$ cat config.mk
export PLATFORM = sky130hd
export DESIGN_NAME = input_debounce_scan
export DESIGN_NICKNAME = d
export VERILOG_FILES = /design/src/rtl/input_debounce_scan.sv
export SDC_FILE = /design/constraint.sdc
export NUM_CORES = 1
export LEC_CHECK = 0
export BUFFER_PORTS_ARGS = -buffer_cell sky130_fd_sc_hd__buf_2
export CAP_MARGIN = 30
export CORE_UTILIZATION = 32
export CTS_BUF_LIST = sky130_fd_sc_hd__clkbuf_2
export DETAILED_ROUTE_END_ITERATION = 8
export GPL_TIMING_DRIVEN = 0
export PLACE_DENSITY = 0.5
export SLEW_MARGIN = 25
export SYNTH_ARGS = -nofsm -noshare
export SYNTH_HDL_FRONTEND = slang
export SYNTH_SLANG_ARGS = --single-unit
$ cat constraint.sdc
create_clock -name clk -period 2.5 [get_ports clk]
set_input_delay 0.5 -clock clk [delete_from_list [all_inputs] [get_ports clk]]
set_output_delay 0.5 -clock clk [all_outputs]
set_load 0.005 [all_outputs]
$ cat src/rtl/input_debounce_scan.sv
// Switch front end: 2-flop sync + per-bit debounce, slow scan clock clk2, outputs loaded only on clk2 falls.
// Latency DEB_CYCLES+1 to debounced bit, then 1..2*SCAN_DIV to outputs; no backpressure.
module input_debounce_scan #(
  parameter int SCAN_DIV   = 50000,
  parameter int DEB_CYCLES = 250000
) (
  input  logic       clk,
  input  logic       rst_n,
  input  logic [4:0] sw_raw,
  input  logic       sel_raw,
  output logic       clk2,
  output logic [4:0] input_val,
  output logic       selector,
  output logic       change_strobe
);

  localparam int DW = (DEB_CYCLES > 1) ? $clog2(DEB_CYCLES) : 1;
  localparam int SW = (SCAN_DIV > 1) ? $clog2(SCAN_DIV) : 1;
  localparam logic [DW-1:0] DEB_MAX  = DW'(DEB_CYCLES - 1);
  localparam logic [SW-1:0] SCAN_MAX = SW'(SCAN_DIV - 1);

  logic [5:0]    sync1_q, sync2_q;
  logic [5:0]    deb_q, deb_d;
  logic [DW-1:0] cnt_q [6];
  logic [DW-1:0] cnt_d [6];
  logic [SW-1:0] scan_q, scan_d;
  logic          clk2_q, clk2_d;
  logic [5:0]    out_q, out_d;
  logic          strobe_q, strobe_d;
  logic          wrap, load;

  // Any agreeing cycle clears the count, so only an unbroken run of DEB_CYCLES accepts a level.
  always_comb begin
    deb_d = deb_q;
    for (int i = 0; i < 6; i++) begin
      cnt_d[i] = '0;
      if (sync2_q[i] != deb_q[i]) begin
        if (cnt_q[i] == DEB_MAX) begin
          deb_d[i] = sync2_q[i];
        end else begin
          cnt_d[i] = cnt_q[i] + 1'b1;
        end
      end
    end
  end

  always_comb begin
    wrap     = (scan_q == SCAN_MAX);
    scan_d   = wrap ? '0 : scan_q + 1'b1;
    clk2_d   = clk2_q ^ wrap;
    load     = wrap & clk2_q;
    out_d    = load ? deb_q : out_q;
    strobe_d = load && (deb_q != out_q);
  end

  always_ff @(posedge clk or negedge rst_n) begin
    if (!rst_n) begin
      sync1_q  <= '0;
      sync2_q  <= '0;
      deb_q    <= '0;
      for (int i = 0; i < 6; i++) cnt_q[i] <= '0;
      scan_q   <= '0;
      clk2_q   <= 1'b0;
      out_q    <= '0;
      strobe_q <= 1'b0;
    end else begin
      sync1_q  <= {sel_raw, sw_raw};
      sync2_q  <= sync1_q;
      deb_q    <= deb_d;
      for (int i = 0; i < 6; i++) cnt_q[i] <= cnt_d[i];
      scan_q   <= scan_d;
      clk2_q   <= clk2_d;
      out_q    <= out_d;
      strobe_q <= strobe_d;
    end
  end

  assign clk2          = clk2_q;
  assign input_val     = out_q[4:0];
  assign selector      = out_q[5];
  assign change_strobe = strobe_q;

endmodule
==> flow_summary.toml <==
[grt]
grt-ovfl-total = 0
antenna_found_initial = 1
grt_pass1_vias = 4807
grt_max_degree = 78
grt_pass1_wl_um = 22800
grt.total_usage = 0.128

[synthesis]
synth_warnings = 0
async_flop_share = 1.00
synth_cells = 674
syn_nets = 690
synthFlopType = "dfrtp_1"
ys_seq_area_frac = 0.533
ys_seq_elements = 150
synth_area_per_cell_um2 = 10.4
synth_edf_count = 0
netlist_area_mm2 = 0.00704
yosysUniqueCellTypes = 41

[placed_design]
io_buffers = 15
dp_hpwl_um = 9000
dpl_cell_area_mm2 = 0.00750
place_congestion = 0.760
placed_cells = 965

[drt]
drc = 0
viasPerCell = 4.88
route.vias.total = 4914
drt-total-wl_um = 13300
ant_nets = 0
wl_per_cell_um = 13.2
drtPass1Iterations = 4
drt_iter0_markers = 287

[die]
coreArea_mm2 = 0.0213
die_h_um = 150
ios = 16
dieArea_mm2 = 0.0226
start_util = 0.331
rows = 53
fp.dieW_um = 150

[clock_network]
path_clk_slew_ns = 0.22
clockRootBuffer = "clkbuf_2"
cts_buffers = 17
h-tree-depth = 4
cts_sinks = 150
cts_buffer_depth = 2
cts_tree = "done"
clk_latency_ns = 0.71

[worst_setup_path]
cp_slowest_cell = "dfrtp_1"
crit_chain = "ha_1 -> nand3_1 -> nor4_4 -> ha_1 -> clkbuf_1 -> mux2_2"
cp-start-kind = "flip-flop"
critPathBufInv = 1
crit_type = "reg -> reg"
worst_setup_path_end_kind = "flip-flop"
cp_common_cell = "ha_1"
critPathMaxFanout = 7
max_stage_delay_ns = 0.45
arrival_ns = 2.92
path_delay_family = "simple AND/OR/NAND/NOR gates"
required_ns = 3.11

[pwr]
ir_worst_vdd_mv = 0.216
p_leak_nw = 3.17
p_per_area_mw_per_mm2 = 553

[timing]
min_period_ns = 2.31
slew-limit-headroom = 0.427
finalSetupTns_ns = 0
rsz0062_at_grt = "false"
skew_ns = 0.0176
worst_slew_pin_slew_ns = 0.850
post-route-period-util = 0.924
finalSetupViolCount = 0
slew_violations = 0
fmax_mhz = 433
final-hold-violation-count = 0
holdWs_ns = 0.308

[run_status]
status = "finished, final reports clean"

[layout]
fill_cells = 2117
finalNetCount = 733
regArea_mm2 = 0.00375
final_cell_area_mm2 = 0.00791
multi_input_area_mm2 = 0.00314
finalNonFillerCells = 1006
drive_above_1_share = 0.107
area_growth_pct = 12.3

[job]
max_cap_viol_count = 0

[worst_hold_path]
hp-class = "in -> async"
state kept, by name, summed over array words and instances (netlist names):
signal	cells
scan_q	16
sync2_q	6
sync1_q	6
clk2	1
deb_q	6
out_q	6
cnt_q	108
change_strobe	1
worst reg2reg max path: stages (launching register included):
cell	delay (ns)
dfrtp_1	0.45
ha_1	0.21
nand3_1	0.21
nor4_4	0.38
ha_1	0.20
clkbuf_1	0.38
mux2_2	0.40
layout make-up:
class,instances,area share
clock inverters,15,0.0294
diodes,1,0.000317
repair buffers,24,0.0241
well taps,275,0.0435
clock buffers,17,0.0108
multi-input cells,488,0.397
inverters,26,0.0123
flip-flops and latches,150,0.475
plain buffers,10,0.00775
through the flow:
step	utilization	setup slack [ns]	total power (W)
floorplan	-	0.157	0.00260
global placement	0.351	-1.33	0.00268
detailed placement	0.352	-0.352	0.00269
CTS	0.371	0.154	0.00446
global route	0.371	0.0246	0.00460
finish	0.371	0.190	0.00437
worst paths after layout:
path / start / slack, ns / endpoint / cells after the start
worst max-delay path: scan_q[0] / 0.19 / out_q[2] / 6
max in group asynchronous: rst_n / 1.42 / scan_q[9] / 3
worst min-delay path: rst_n / 0.31 / cnt_q[104] / 2
worst max register to register: scan_q[0] / 0.19 / out_q[2] / 6
min in group clk: sync1_q[3] / 0.38 / sync2_q[3] / 0
worst min register to register: sync1_q[3] / 0.38 / sync2_q[3] / 0
repair_timing:
action / in CTS / in global routing
hold buffers: 7 / 0
gates resized for setup: 1 / 0
setup buffers: 1 / 0
endpoints found under the setup margin: 7 / 0
endpoints found under the hold margin: 82 / 0
synth_stat cells, types with 3 or more instances:
cell type	instances	area, µm²
xnor2_1	79	692
o21ai_0	5	25.0
nand2_1	22	82.6
nand4_1	31	194
and3_1	3	18.8
nor3_1	21	105
dfrtp_1	150	3750
nor4_1	36	225
nand3_1	47	235
ha_1	8	100
or4_1	11	82.6
nor2_1	122	458
o31ai_1	7	52.6
and4_1	3	26.3
clkbuf_1	3	11.3
mux2_2	12	135
inv_1	26	97.6
xor2_1	28	245
nor4b_1	5	43.8
a21oi_1	14	70.1
buf_2	3	15.0
or3_1	8	50.1
layout by cell type (no fill, tap or decap), drive strengths merged, types with 21 or more instances in the layout:
| cell | instances |
|---|---|
| buf | 23 |
| clkbuf | 21 |
| dfrtp | 150 |
| inv | 27 |
| nand2 | 22 |
| nand3 | 47 |
| nand4 | 31 |
| nor2 | 122 |
| nor3 | 21 |
| nor4 | 37 |
| xnor2 | 79 |
| xor2 | 28 |
power breakdown:
part           leakage, nW  switching (W)  total, W  internal, W
Sequential            2.04      0.0000300   0.00249      0.00246
Clock                0.173       0.000880   0.00173     0.000845
Combinational        0.962       0.000101  0.000154    0.0000533
cells by family after synthesis:
logic type	Yosys count	synth area share
xor gates and xnor gates	107	0.133
DFF	150	0.533
and+or+nand+nor	324	0.233
adders and majority gates	8	0.0142
AOI/OAI and AO/OA	35	0.0419
buffers and inverters	36	0.0226
muxes	14	0.0220
routing by layer:
layer  up-vias  part of all wire  track usage  routed length [µm]
met5         -                 0            0                   0
met4         0             0.013       0.0485                 178
met3        14             0.024       0.0318                 325
met2        51              0.46        0.204                6170
met1      2396              0.50        0.168                6610
li1       2453                 -            -                   -
Note: power is estimated with default switching activity, not from simulation.
